`src/rtl/traffic_light_xing.sv`:
```
// Two-approach (NS main / EW side) traffic light controller with all-red clearance,
// pedestrian green shortening and a remaining-time countdown. Optional night flash: TL_NIGHT_MODE_EN.
module traffic_light_xing #(
  parameter int F_CLK     = 50000000,
  parameter int F_TICK    = 1,
  parameter int T_GREEN   = 30,
  parameter int T_YELLOW  = 5,
  parameter int T_ALLRED  = 2,
  parameter int T_PED_CUT = 5,
  parameter int CNT_W     = 7
) (
  input  logic             clk,
  input  logic             rst_n,
  input  logic             ped_req,
  input  logic             night,
  output logic [2:0]       led_ns,
  output logic [2:0]       led_ew,
  output logic [CNT_W-1:0] remain,
  output logic             ped_wait,
  output logic             tick
);

  localparam int DIV   = F_CLK / F_TICK;
  localparam int DIV_W = (DIV > 1) ? $clog2(DIV) : 1;

  localparam logic [DIV_W-1:0] DIV_LAST = DIV_W'(DIV - 1);
  localparam logic [DIV_W-1:0] DIV_ONE  = DIV_W'(1);

  localparam logic [CNT_W-1:0] DUR_GREEN  = CNT_W'(T_GREEN);
  localparam logic [CNT_W-1:0] DUR_YELLOW = CNT_W'(T_YELLOW);
  localparam logic [CNT_W-1:0] DUR_ALLRED = CNT_W'(T_ALLRED);
  localparam logic [CNT_W-1:0] DUR_CUT    = CNT_W'(T_PED_CUT);
  localparam logic [CNT_W-1:0] CNT_ONE    = CNT_W'(1);

  localparam logic [2:0] LAMP_GREEN  = 3'b011;
  localparam logic [2:0] LAMP_YELLOW = 3'b101;
  localparam logic [2:0] LAMP_RED    = 3'b110;
`ifdef TL_NIGHT_MODE_EN
  localparam logic [2:0] LAMP_OFF    = 3'b111;
`endif

  typedef enum logic [2:0] {
    ALLRED_B  = 3'd0,
    NS_GREEN  = 3'd1,
    NS_YELLOW = 3'd2,
    ALLRED_A  = 3'd3,
    EW_GREEN  = 3'd4,
    EW_YELLOW = 3'd5
`ifdef TL_NIGHT_MODE_EN
    ,
    NIGHT     = 3'd6
`endif
  } state_t;

  state_t           state_q, state_d;
  logic [CNT_W-1:0] remain_q, remain_d;
  logic [DIV_W-1:0] divCnt_q, divCnt_d;
  logic             pedWait_q, pedWait_d;
  logic [2:0]       ledNs_q, ledNs_d;
  logic [2:0]       ledEw_q, ledEw_d;
  logic             tickNow;
  logic             pedPending;

`ifdef TL_NIGHT_MODE_EN
  logic             flash_q, flash_d;
`else
  logic             unusedNight;
  assign unusedNight = night;
`endif

  function automatic state_t nextOf(input state_t s);
    case (s)
      ALLRED_B:  nextOf = NS_GREEN;
      NS_GREEN:  nextOf = NS_YELLOW;
      NS_YELLOW: nextOf = ALLRED_A;
      ALLRED_A:  nextOf = EW_GREEN;
      EW_GREEN:  nextOf = EW_YELLOW;
      EW_YELLOW: nextOf = ALLRED_B;
      default:   nextOf = ALLRED_B;
    endcase
  endfunction

  function automatic logic [CNT_W-1:0] durOf(input state_t s);
    case (s)
      NS_GREEN, EW_GREEN:   durOf = DUR_GREEN;
      NS_YELLOW, EW_YELLOW: durOf = DUR_YELLOW;
      ALLRED_A, ALLRED_B:   durOf = DUR_ALLRED;
      default:              durOf = '0;
    endcase
  endfunction

  always_comb begin
    divCnt_d = (divCnt_q == DIV_LAST) ? '0 : divCnt_q + DIV_ONE;
  end

  assign tickNow = (divCnt_q == DIV_LAST);

  // A request seen this very cycle already counts, so a cut on a tick cycle overrides the decrement.
  assign pedPending = pedWait_q | ped_req;

  always_comb begin
    state_d   = state_q;
    remain_d  = remain_q;
    pedWait_d = pedPending;
`ifdef TL_NIGHT_MODE_EN
    flash_d   = flash_q;
`endif

    if (tickNow) begin
      if (remain_q == CNT_ONE) begin
        state_d  = nextOf(state_q);
        remain_d = durOf(nextOf(state_q));
      end else begin
        remain_d = remain_q - CNT_ONE;
      end
    end

    if ((state_q == NS_GREEN) && pedPending && (remain_q > DUR_CUT)) begin
      remain_d = DUR_CUT;
    end

`ifdef TL_NIGHT_MODE_EN
    // Night overrides the whole cycle; leaving it always restarts from the clearance interval.
    if (state_q == NIGHT) begin
      if (!night) begin
        state_d  = ALLRED_B;
        remain_d = DUR_ALLRED;
        flash_d  = 1'b0;
      end else begin
        state_d  = NIGHT;
        remain_d = '0;
        if (tickNow) begin
          flash_d = ~flash_q;
        end
      end
    end else if (night) begin
      state_d  = NIGHT;
      remain_d = '0;
      flash_d  = 1'b1;
    end
`endif

    if ((state_d == EW_GREEN) && (state_q != EW_GREEN)) begin
      pedWait_d = 1'b0;
    end
  end

  // Lamps are decoded from the next state so they register alongside it.
  always_comb begin
    ledNs_d = LAMP_RED;
    ledEw_d = LAMP_RED;
    case (state_d)
      NS_GREEN:  ledNs_d = LAMP_GREEN;
      NS_YELLOW: ledNs_d = LAMP_YELLOW;
      EW_GREEN:  ledEw_d = LAMP_GREEN;
      EW_YELLOW: ledEw_d = LAMP_YELLOW;
`ifdef TL_NIGHT_MODE_EN
      NIGHT: begin
        ledNs_d = flash_d ? LAMP_YELLOW : LAMP_OFF;
        ledEw_d = flash_d ? LAMP_YELLOW : LAMP_OFF;
      end
`endif
      default: begin
        ledNs_d = LAMP_RED;
        ledEw_d = LAMP_RED;
      end
    endcase
  end

  always_ff @(posedge clk) begin
    if (!rst_n) begin
      state_q   <= ALLRED_B;
      remain_q  <= DUR_ALLRED;
      divCnt_q  <= '0;
      pedWait_q <= 1'b0;
      ledNs_q   <= LAMP_RED;
      ledEw_q   <= LAMP_RED;
`ifdef TL_NIGHT_MODE_EN
      flash_q   <= 1'b0;
`endif
    end else begin
      state_q   <= state_d;
      remain_q  <= remain_d;
      divCnt_q  <= divCnt_d;
      pedWait_q <= pedWait_d;
      ledNs_q   <= ledNs_d;
      ledEw_q   <= ledEw_d;
`ifdef TL_NIGHT_MODE_EN
      flash_q   <= flash_d;
`endif
    end
  end

  assign led_ns   = ledNs_q;
  assign led_ew   = ledEw_q;
  assign remain   = remain_q;
  assign ped_wait = pedWait_q;
  assign tick     = tickNow;

endmodule

```
`config.mk`:
```
export PLATFORM = sky130hd
export DESIGN_NAME = traffic_light_xing
export DESIGN_NICKNAME = d
export VERILOG_FILES = /design/src/rtl/traffic_light_xing.sv
export SDC_FILE = /design/constraint.sdc
export NUM_CORES = 1
export LEC_CHECK = 0
export ABC_AREA = 1
export CORE_MARGIN = 2
export CORE_UTILIZATION = 35
export DETAILED_ROUTE_END_ITERATION = 10
export HOLD_SLACK_MARGIN = 0.02
export SLEW_MARGIN = 40
export SYNTH_ARGS = -nofsm -noshare
export SYNTH_HDL_FRONTEND = slang
export SYNTH_SLANG_ARGS = --single-unit
```
`constraint.sdc`:
```
create_clock -name clk -period 4.55 [get_ports clk]
set_clock_uncertainty 0.05 [all_clocks]
set_input_delay 0.91 -clock clk [delete_from_list [all_inputs] [get_ports clk]]
set_output_delay 0.91 -clock clk [all_outputs]
set_load 0.005 [all_outputs]
```
* After elaboration in Yosys (flattened, before gate mapping)
Index checks and enable logic that the tools add are counted.
** Word-level totals
- Memories kept :: 0
- Bits in registers :: 43
- Latch bits :: 0
- Word-level logic and storage cells :: 51
- Bits in read-only memories :: 0
- Bits in writable memories :: 0
** Operators by class
- $add $sub $neg :: 2
- Muxes and demuxes :: 11
- $lt $le $gt $ge :: 1
- Multipliers :: 0
- Bitwise logic cells :: 2
- Equal/unequal tests :: 16
- Shifts and indexed selects :: 0
- Divide/modulo/power cells :: 0
- Reductions and logical operators :: 12
** Operators by type and width (count)
- $add A26 B1 Y26 const B :: 1
- $eq A26 B26 Y1 const B :: 1
- $mux W3 :: 6
- $eq A3 B2 Y1 const B :: 5
- $eq A3 B3 Y1 const B :: 5
- $pmux W3 S5 :: 1
- $pmux W5 S3 :: 1
- $pmux W3 S2 :: 2
- $reduce_or A2 Y1 :: 6
- $eq A3 B1 Y1 const B :: 3
- $eq A7 B1 Y1 const B :: 1
- $gt A7 B3 Y1 const B :: 1
- $mux W7 :: 1
- $sub A7 B1 Y7 const B :: 1
- $logic_not A3 Y1 :: 2
- $logic_and A1 B1 Y1 :: 3
- $ne A3 B3 Y1 const B :: 1
- $reduce_bool A2 Y1 :: 1
- $not A1 Y1 :: 1
- $or A1 B1 Y1 :: 1

* Depth between registers and ports, before layout
Gate-level depths: netlist (run 1).
- Depth after elaboration :: 10
- Depth in mapped cells :: 12

* Least setup slack after synthesis (run 1)
No wires, ideal clock.
- Path kind :: register to output
- Start :: register divCnt_q[0]
- End :: output port tick
- Path slack :: 2.456 ns
- Cell stages (with the launch flop) :: 8
- Arrival :: 1.134 ns
- Path buffers :: 0
- Cell sequence :: dfxtp_1 ha_1 nand2_2 nor2_8 nand2_4 inv_1 nand2_1 nor4_1
** Between the ends
- Longest elaborated chain between the ends :: 1
** Ends and longest elaborated chain
- start: declaration :: line 57 : logic [DIV_W-1:0] divCnt_q, divCnt_d;
- start signal: assignment :: line 184 : divCnt_q <= divCnt_d;
- $eq A26 B26 Y1 :: line 96 : assign tickNow = (divCnt_q == DIV_LAST);
- end: declaration :: line 20 : output logic tick
Every way passes these cells.

* Worst setup path after layout (run 1)
Same ends and word-level chain as after synthesis.

==> flow_metrics.py, run 1 <==
metrics = {
    "status": {
        "result_of_the_run": "finished clean",
    },
    "global_route": {
        "first_global_vias": 2044,
        "grt.met1_usage": 0.201,
        "grtUsageMet3": 0.0295,
        "grt_overflow": 0,
        "global_route.peak_usage_layer": "met2",
        "maximum_number_of_pins_on_one_net_before_global_route_repair": 26,
        "grtUsageTotal": 0.145,
        "global_route.usage.met2": 0.230,
        "grt_first_pass_wirelength_um": 9220,
        "initial_antenna_violation_count": 0,
    },
    "worst_setup_path": {
        "slowest_stage_delay_cp_ns": 0.56,
        "timing.critical_path.slowest_stage_cell": "clkdlybuf4s50_1",
        "crit_path_end_kind": "primary output",
        "worstPathRequired_ns": 3.59,
        "worst-path-max-fanout": 5,
        "cp_top_family": "buffers and inverters",
        "crit_path_start_kind": "register",
        "cp_cell_sequence": "ha_1 -> nand2_2 -> nor2_8 -> nand2_4 -> inv_1 -> nand2_1 -> nor4_1 -> clkdlybuf4s50_1",
        "worstPathBufferInverterCount": 2,
        "crit_path_start": "divCnt_q[0]",
        "timing_worst_setup_path_type": "reg2out",
        "startpoint_of_the_most_critical_register_to_register_path": "remain[0]",
        "worst-endpoint-arrival_ns": 2.09,
    },
    "yosys": {
        "synth.top_cells.by_count": "nand2_1, nor2_1, dfxtp_1",
        "synth_fa_ha_area_frac": 0.0147,
        "synth_simple_gate_area_share": 0.469,
        "dominantRegCellSynth": "dfxtp_1",
        "muxShareOfSynthArea": 0,
        "yosysTopAreaCell": "dfxtp_1",
        "synth.area.top_cells": "dfxtp_1, nand2_1, nor2_1",
        "post-synth-top-count-cell": "nand2_1",
        "ys_ff_latch": 43,
        "synth_seq_area_share": 0.338,
        "synth-async-reset-ratio": 0,
        "synth_top_family_by_area": "simple AND/OR/NAND/NOR gates",
        "synth_area_per_cell_um2": 7.00,
        "yosysWarnings": 0,
        "synthXorXnorAreaFrac": 0.0344,
        "synth_cell_types": 34,
        "synthDominantCellAreaShare": 0.338,
        "synth_nets": 371,
        "synth_cells": 364,
        "synth_compound_gate_area_share": 0.0668,
        "syn_area_mm2": 0.00255,
        "edff_count_synth": 0,
    },
    "timing": {
        "finalCritPeriodShare": 0.671,
        "hold_viol": 0,
        "worst_slew_pin_slew_ns": 0.475,
        "setup_violations": 0,
        "timing.slew.headroom": 0.681,
        "grt_setup_unrepaired": "false",
        "slew_viol_final": 0,
        "fin_tns_setup_ns": 0,
        "timing.final.crit_period_ns": 3.05,
        "max_freq_mhz": 328,
    },
    "cells_and_area": {
        "diodes": 0,
        "drive_gt1_frac": 0.166,
        "fill_cells": 773,
        "fin_cells": 484,
        "syn2layout_area_growth_pct": 14.9,
        "final_util": 0.410,
        "nets": 391,
    },
    "clock_network": {
        "path_clk_slew_ns": 0.09,
        "cts-root-to-sink-buffers": 2,
        "postCtsSetupBuffers": 0,
        "ctsResizeCount": 0,
        "ctsHtreeMaxLevel": 2,
        "cts.root.buffer_cell": "clkbuf_8",
        "numCtsBuffers": 5,
        "cts_tree": "built",
        "clock_latency_on_the_worst_skew_pair_ns": 0.31,
        "tritoncts_num_sinks": 43,
        "ctsHoldBuffers": 0,
    },
    "min_path": {
        "hp-class": "reg2reg",
        "min_from": "divCnt_q[0]",
    },
    "detailed_routing": {
        "dr_total_vias": 2233,
        "route.final.wire_length_um": 5360,
        "route.detailed.drc": 0,
        "via_per_inst": 4.61,
        "drt.antenna.violating_nets": 0,
        "drt_iter0_markers": 94,
        "avgRoutedWirePerCell_um": 11.1,
        "detail_route.first_pass.iterations": 4,
    },
    "placed_design": {
        "detailed_place_hpwl_um": 4100,
        "dp.cells": 476,
        "gp_congestion": 0.834,
        "buffer_ports.inserted": 17,
    },
    "floorplan": {
        "initial_utilization": 0.357,
        "chipWidth_um": 89.3,
        "core_area_mm2": 0.00714,
        "rows": 31,
        "die_area_mm2": 0.00798,
        "count_of_pins_on_the_block_boundary": 19,
        "die_height_um": 89.3,
    },
    "flow_run": {
        "max_cap_viol_count": 0,
    },
    "pwr": {
        "ir_worst_vdd_mv": 0.143,
        "leakagePower_uw": 0.00122,
        "power_per_cell_area_mw_per_mm2": 246,
    },
}
## stage by stage
step | hold WS (ns) | total power (uW) | worst slack, ns | area (um2)
after global routing | 0.446 | 748 | 1.34 | 2930
after detailed placement | 0.392 | 406 | 1.81 | 2810
after CTS | 0.411 | 731 | 1.46 | 2930
after floorplan | 0.367 | 402 | 2.46 | 2550
final | 0.403 | 720 | 1.50 | 2930
after global placement | 0.381 | 405 | 1.85 | 2810
## worst register-to-register path: stages (launching register included)
cell      delay, ns
dfxtp_1        0.47
ha_1           0.26
nand2_1        0.07
nor3_1         0.43
nand3_1        0.21
o211ai_1       0.23
inv_1          0.05
## flip-flops by register name (all words and copies together), names as in the netlist
register,count
ped_wait,1
state_q,3
divCnt_q,26
led_ew,3
remain,7
led_ns,3
## power breakdown
part	internal [uW]	total, uW	switching, uW
sequential	379	380	1.65
clock	181	323	143
combinational	5.86	16.0	10.1
total	565	720	154
## routing by layer
layer  routed length [um]  up-vias  share of wire
li1                     -     1190              -
met1                 2760     1011           0.52
met2                 2360       27           0.44
met3                  191        5          0.036
met4                   49        0         0.0091
met5                    0        -              0
## path summary, 6_finish.rpt
check,slack (ns),endpoint,depth (start not counted)
max,1.50,tick,8
min,0.40,divCnt_q[0],1
max reg2reg,2.67,ped_wait,6
min reg2reg,0.40,divCnt_q[0],1
## area by class of cell
class	instances	area [um2]	area share
inverters	43	163	0.0555
clock buffers	6	82.6	0.0282
clock inverters	2	38.8	0.0132
flip-flops and latches	43	861	0.294
well taps	99	124	0.0423
multi-input cells	274	1490	0.509
repair buffers	17	170	0.0581
## placed cells by master, fill, tap and decap left out, types with 4 or more instances in the layout
| master | instances |
|---|---|
| clkbuf_8 | 6 |
| nor2_2 | 9 |
| nand4_1 | 7 |
| xor2_1 | 7 |
| inv_1 | 34 |
| a21oi_1 | 19 |
| nand3_1 | 25 |
| nor3_1 | 12 |
| nor2_1 | 45 |
| nand2_1 | 93 |
| dfxtp_1 | 43 |
| inv_2 | 8 |
| clkdlybuf4s50_1 | 17 |
| o21ai_0 | 4 |
| nor2_4 | 6 |
| nand2_4 | 10 |
| nand2_2 | 12 |
## kinds of logic after synthesis
group           count (synthesis)
simple gates                  232
buf+inv                        47
flops                          43
compound gates                 29
xor+xnor                       10
fa+ha+maj                       3
(Power assumes the default switching activity.)
==> run 2, diff against run 1 <==
clock period = 3.1 ns   (was 4.55 ns; I/O delays follow)
==> run 2 against run 1 <==
  * Sequential power rose by 47%
  * Clock power grew 11%
  * Count of clock-buffer cells in the layout is the same
  * Critical path depth is the same
  * Die area unchanged
  * Setup slack worse by 1.2 ns
  * Critical endpoint unchanged
  * Via count is 0.13% higher
  * Flip-flop and latch count is the same
  * Non-clock buffer count stayed put
  * Hold slack worse by 0.0020 ns
==> flow_metrics.py, run 2 (same netlist as run 1, synthesis figures left out) <==
metrics = {
    "status": {
        "result_of_the_run": "finished clean",
    },
    "clock_network": {
        "cts.root.buffer_cell": "clkbuf_8",
        "ctsHtreeMaxLevel": 2,
        "postCtsSetupBuffers": 0,
        "ctsHoldBuffers": 0,
        "clock_latency_on_the_worst_skew_pair_ns": 0.29,
        "cts_tree": "built",
        "tritoncts_num_sinks": 43,
        "path_clk_slew_ns": 0.09,
        "numCtsBuffers": 5,
        "cts-root-to-sink-buffers": 2,
        "ctsResizeCount": 0,
    },
    "cells_and_area": {
        "regMostFlops": "divCnt_q",
        "syn2layout_area_growth_pct": 13.5,
        "commonest_cells_after_routing_fill_and_taps_aside": "nand2_1, nor2_1, dfxtp_1, inv_1, nand3_1",
        "drive_gt1_frac": 0.164,
        "fin_cells": 484,
        "diodes": 0,
        "fill_cells": 788,
        "nets": 391,
        "final_design_area_no_fill_mm2": 0.00289,
        "largest_register_ffs": 26,
        "mostFrequentLayoutCell": "nand2_1",
    },
    "placed_design": {
        "buffer_ports.inserted": 17,
        "placed_area_mm2": 0.00281,
        "detailed_place_hpwl_um": 4090,
        "dp.cells": 476,
        "gp_congestion": 0.841,
        "dpl_worst_slack_ns": 0.640,
    },
    "pwr": {
        "clock_power_share": 0.381,
        "leakagePower_uw": 0.00120,
        "ir_worst_vdd_mv": 0.227,
        "netSwitchingFraction": 0.232,
        "power_per_cell_area_mw_per_mm2": 325,
        "cell_internal_power_dissipation_uw": 723,
        "net-switching-power_uw": 218,
        "seqPwrFrac": 0.594,
        "comb_power_share": 0.026,
    },
    "detailed_routing": {
        "detail_route.first_pass.iterations": 4,
        "wl_met1_um": 2820,
        "detailroute.wirelength.met3_um": 88,
        "avgRoutedWirePerCell_um": 11.0,
        "via_per_inst": 4.62,
        "detailroute.wirelength.met2_um": 2360,
        "top_layer_used": "met4",
        "dr_total_vias": 2236,
        "route.detailed.drc": 0,
        "drt_iter0_markers": 126,
        "route.final.wire_length_um": 5320,
        "drt.antenna.violating_nets": 0,
    },
    "worst_setup_path": {
        "worst-path-max-fanout": 5,
        "cp_cell_sequence": "ha_1 -> nand2_2 -> nor2_8 -> nand2_4 -> inv_1 -> nand2_1 -> nor4_1 -> clkdlybuf4s50_1",
        "worstPathRequired_ns": 2.43,
        "timing_worst_setup_path_type": "reg2out",
        "crit_path_end_kind": "primary output",
        "crit_path_start_kind": "register",
        "timing.critical_path.slowest_stage_cell": "clkdlybuf4s50_1",
        "slowest_stage_delay_cp_ns": 0.56,
        "worst-endpoint-arrival_ns": 2.11,
        "worstRegToRegCells": 6,
    },
    "timing": {
        "timing.slew.headroom": 0.693,
        "post-route-worst-setup-slack_ns": 0.322,
        "grt_setup_unrepaired": "false",
        "timing.final.crit_period_ns": 2.78,
        "hold_viol": 0,
        "slew_viol_final": 0,
        "worst_slew_pin_slew_ns": 0.457,
        "fin_tns_setup_ns": 0,
        "finalCritPeriodShare": 0.896,
        "setup_violations": 0,
        "max_freq_mhz": 360,
    },
    "global_route": {
        "maximum_number_of_pins_on_one_net_before_global_route_repair": 26,
        "grt_overflow": 0,
        "initial_antenna_violation_count": 0,
        "first_global_vias": 2040,
        "grtUsageTotal": 0.142,
        "grt_first_pass_wirelength_um": 9010,
    },
    "floorplan": {
        "die_area_mm2": 0.00798,
        "chipWidth_um": 89.3,
        "die_height_um": 89.3,
        "initial_utilization": 0.357,
        "core_area_mm2": 0.00714,
        "count_of_pins_on_the_block_boundary": 19,
        "rows": 31,
    },
    "min_path": {
        "hp-class": "reg2reg",
        "min_delay_path_depth": 1,
    },
    "flow_run": {
        "max_cap_viol_count": 0,
    },
}
run 2: cell count changes in the layout (fill, tap and decap cells not counted), sizes merged:
cell      before  now
inv           43   42
clkinv         1    2
clkinvlp       0    1
bufinv         1    0
run 2: stage by stage:
step           total power [uW]  hold slack [ns]  utilization
3_5_place_dp                596            0.392        0.393
4_1_cts                     955            0.408        0.405
2_1_floorplan               590            0.367            -
6_report                    940            0.401        0.405
5_1_grt                     977            0.424        0.405
3_3_place_gp                595            0.379        0.393
run 2: final cells by class:
type | instances | area [um2] | area share
Inverter | 43 | 163 | 0.0562
Clock inverter | 2 | 12.5 | 0.00433
Multi-Input combinational cell | 274 | 1490 | 0.515
Sequential cell | 43 | 861 | 0.298
Clock buffer | 6 | 72.6 | 0.0251
Timing Repair Buffer | 17 | 170 | 0.0588
Tap cell | 99 | 124 | 0.0428
run 2: worst paths after layout:
path / from / to / slack [ns]
worst max-delay path: divCnt_q[0] / tick / 0.32
worst min-delay path: divCnt_q[0] / divCnt_q[0] / 0.40
worst max register to register: remain[0] / ped_wait / 1.24
worst min register to register: divCnt_q[0] / divCnt_q[0] / 0.40
run 2: power by group through the flow:
stage               Clock (uW)  Combinational (uW)  Sequential, uW
CTS                        372                24.6             559
global placement             0                23.8             571
global route               391                26.8             559
finish                     358                24.0             558
floorplan                    0                19.0             571
detailed placement           0                24.4             572
run 2: metal layers:
metal	GRT usage	up-vias
li1	-	1188
met2	0.229	16
met3	0.0277	4
met1	0.198	1028
met5	0	-
met4	0.0326	0
run 2: critical path: cells and delay by family, from the launching register on:
family | cells | cell delay, ns
adders and majority gates | 1 | 0.19
DFF | 1 | 0.36
and+or+nand+nor | 5 | 0.63
buffers and inverters | 2 | 0.63
==> RTL change: new RTL, config.mk and constraints of run 2 <==
The option `TL_NIGHT_MODE_EN` is turned on by a define.
--- a/src/rtl/traffic_light_xing.sv
+++ b/src/rtl/traffic_light_xing.sv
@@ -1,5 +1,7 @@
 // Two-approach (NS main / EW side) traffic light controller with all-red clearance,
 // pedestrian green shortening and a remaining-time countdown. Optional night flash: TL_NIGHT_MODE_EN.
+`define TL_NIGHT_MODE_EN
+
 module traffic_light_xing #(
   parameter int F_CLK     = 50000000,
   parameter int F_TICK    = 1,
Function: changed (a bounded check fails within 4 cycles, from zero or initial values and one cycle with rst_n low).
==> RTL change against run 2 <==
  * Synthesized area shrank 1.6%
  * Routed wire length grew 7.0%
  * Sequential share of layout area grew 0.68 points
  * Sequential cell count grew 1
  * Highest routed layer unchanged
  * First-iteration DRC count grew 29%
  * Maximum frequency grew 1.6%
  * Largest cell class unchanged
  * Final area is essentially flat
  * Worst setup slack gained 0.044 ns
Power is not compared: it rests on default switching activity, and its combinational part moved more than twofold at a synthesized area within 25%.
==> RTL change: results (changes against run 2) <==
| Metric | Value |
|---|---|
| Routability cong. | `0.883 (+5.0%)` |
| Status | `finished, final reports clean` |
| Max_slew headroom | `57.2% (-12 points)` |
| Hpwl dp | `4390 um (+7.4%)` |
| Synth top cells by count | `nand2_1, nor2_1, inv_1` |
| Maximum vdd drop | `0.223 mV` |
| Number of global-route vias before repair | `2,211 (+8.4%)` |
| Setup Slack @ Placement | `0.457 ns (-0.183 ns)` |
| Post-synthesis sequential area ratio | `35.1% (+1.4 points)` |
| 1st-iter DRT viols | `163 (+29%)` |
| Global-route wire length before repair | `9670 um (+7.3%)` |
| GRT Overall Usage | `15.7% (+1.4 points)` |
| Via density | `4.78 (+3.5%)` |
| Reg2Reg Setup Slack | `1.04 ns (-0.20 ns)` |
| Largest net degree at the start of global routing | `21 (-19%)` |
| RR Endpoint | `divCnt_q[12]` |
| CP peak stage delay | `0.49 ns (-0.07 ns)` |
| Yosys cell types | `35 (+2.9%)` |
| Worst endpoint data arrival time | `2.06 ns (-0.05 ns)` |
| Top post-synthesis cells by area | `dfxtp_1, nand2_1, nor2_1, inv_1, nand3_1` |
| Hold path depth | `1 (unchanged)` |
| Fin nets | `407 (+4.1%)` |
| Layout cells sized above 1 | `11.2% (-5.1 points)` |
| Family with the most delay on the worst path | `simple AND/OR/NAND/NOR gates` |
| Root Buffer | `clkbuf_8` |
| Reg2Reg Depth | `8 (+2)` |
| Net Count, Synth | `387 (+4.3%)` |
| Wirelength per Cell | `11.5 um (+4.2%)` |
| IO buf count | `18 (+1)` |
| CP Max Fanout | `5 (unchanged)` |
| Reg2reg start | `divCnt_q[0]` |
==> RTL change: worst max-delay path by stage <==
stage	start	endpoint	slack [ns]
6_report	divCnt_q[15]	tick	0.37
4_1_cts	divCnt_q[15]	tick	0.36
3_3_place_gp	rst_n	divCnt_q[13]	0.63
5_1_grt	divCnt_q[14]	tick	0.19
3_5_place_dp	rst_n	divCnt_q[13]	0.46
2_1_floorplan	divCnt_q[15]	tick	1.41
==> RTL change: layout make-up <==
cell class / instances / area share [%]
Multi-Input combinational cell: 276 / 48.1
Sequential cell: 44 / 30.4
Inverter: 55 / 7.13
Timing Repair Buffer: 18 / 6.23
Tap cell: 96 / 4.15
Clock buffer: 5 / 2.38
Clock inverter: 3 / 1.60
==> RTL change: per-layer routing <==
layer	global-route usage, %	up-vias	part of all wire [%]
li1	-	1262	-
met1	21.2	1075	52
met2	24.8	36	44
met3	2.80	4	3.1
met4	5.92	0	0.93
met5	0	-	0
==> RTL change: cells by family after synthesis <==
kind of cell / share of synthesized area, %
adders and majority gates: 1.50
AOI/OAI and AO/OA: 12.0
buffers and inverters: 9.38
xor gates and xnor gates: 2.45
and+or+nand+nor: 39.6
DFF: 35.1
==> RTL change: stage by stage <==
stage | hold slack, ns | cell area, sq um | utilization [%] | power [mW] | std cells
after floorplan | 0.368 | 2510 | - | 0.661 | 380
after global placement | 0.381 | 2780 | 40.5 | 0.697 | 489
after detailed placement | 0.394 | 2780 | 40.5 | 0.697 | 489
after CTS | 0.407 | 2890 | 42.1 | 1.16 | 497
after global routing | 0.428 | 2890 | 42.1 | 1.20 | 497
final | 0.406 | 2890 | 42.1 | 1.15 | 497
==> RTL change: power breakdown <==
group          switching [mW]  internal, mW
Clock                   0.219         0.243
Sequential             0.0104         0.579
Combinational          0.0550        0.0400
Total                   0.284         0.862
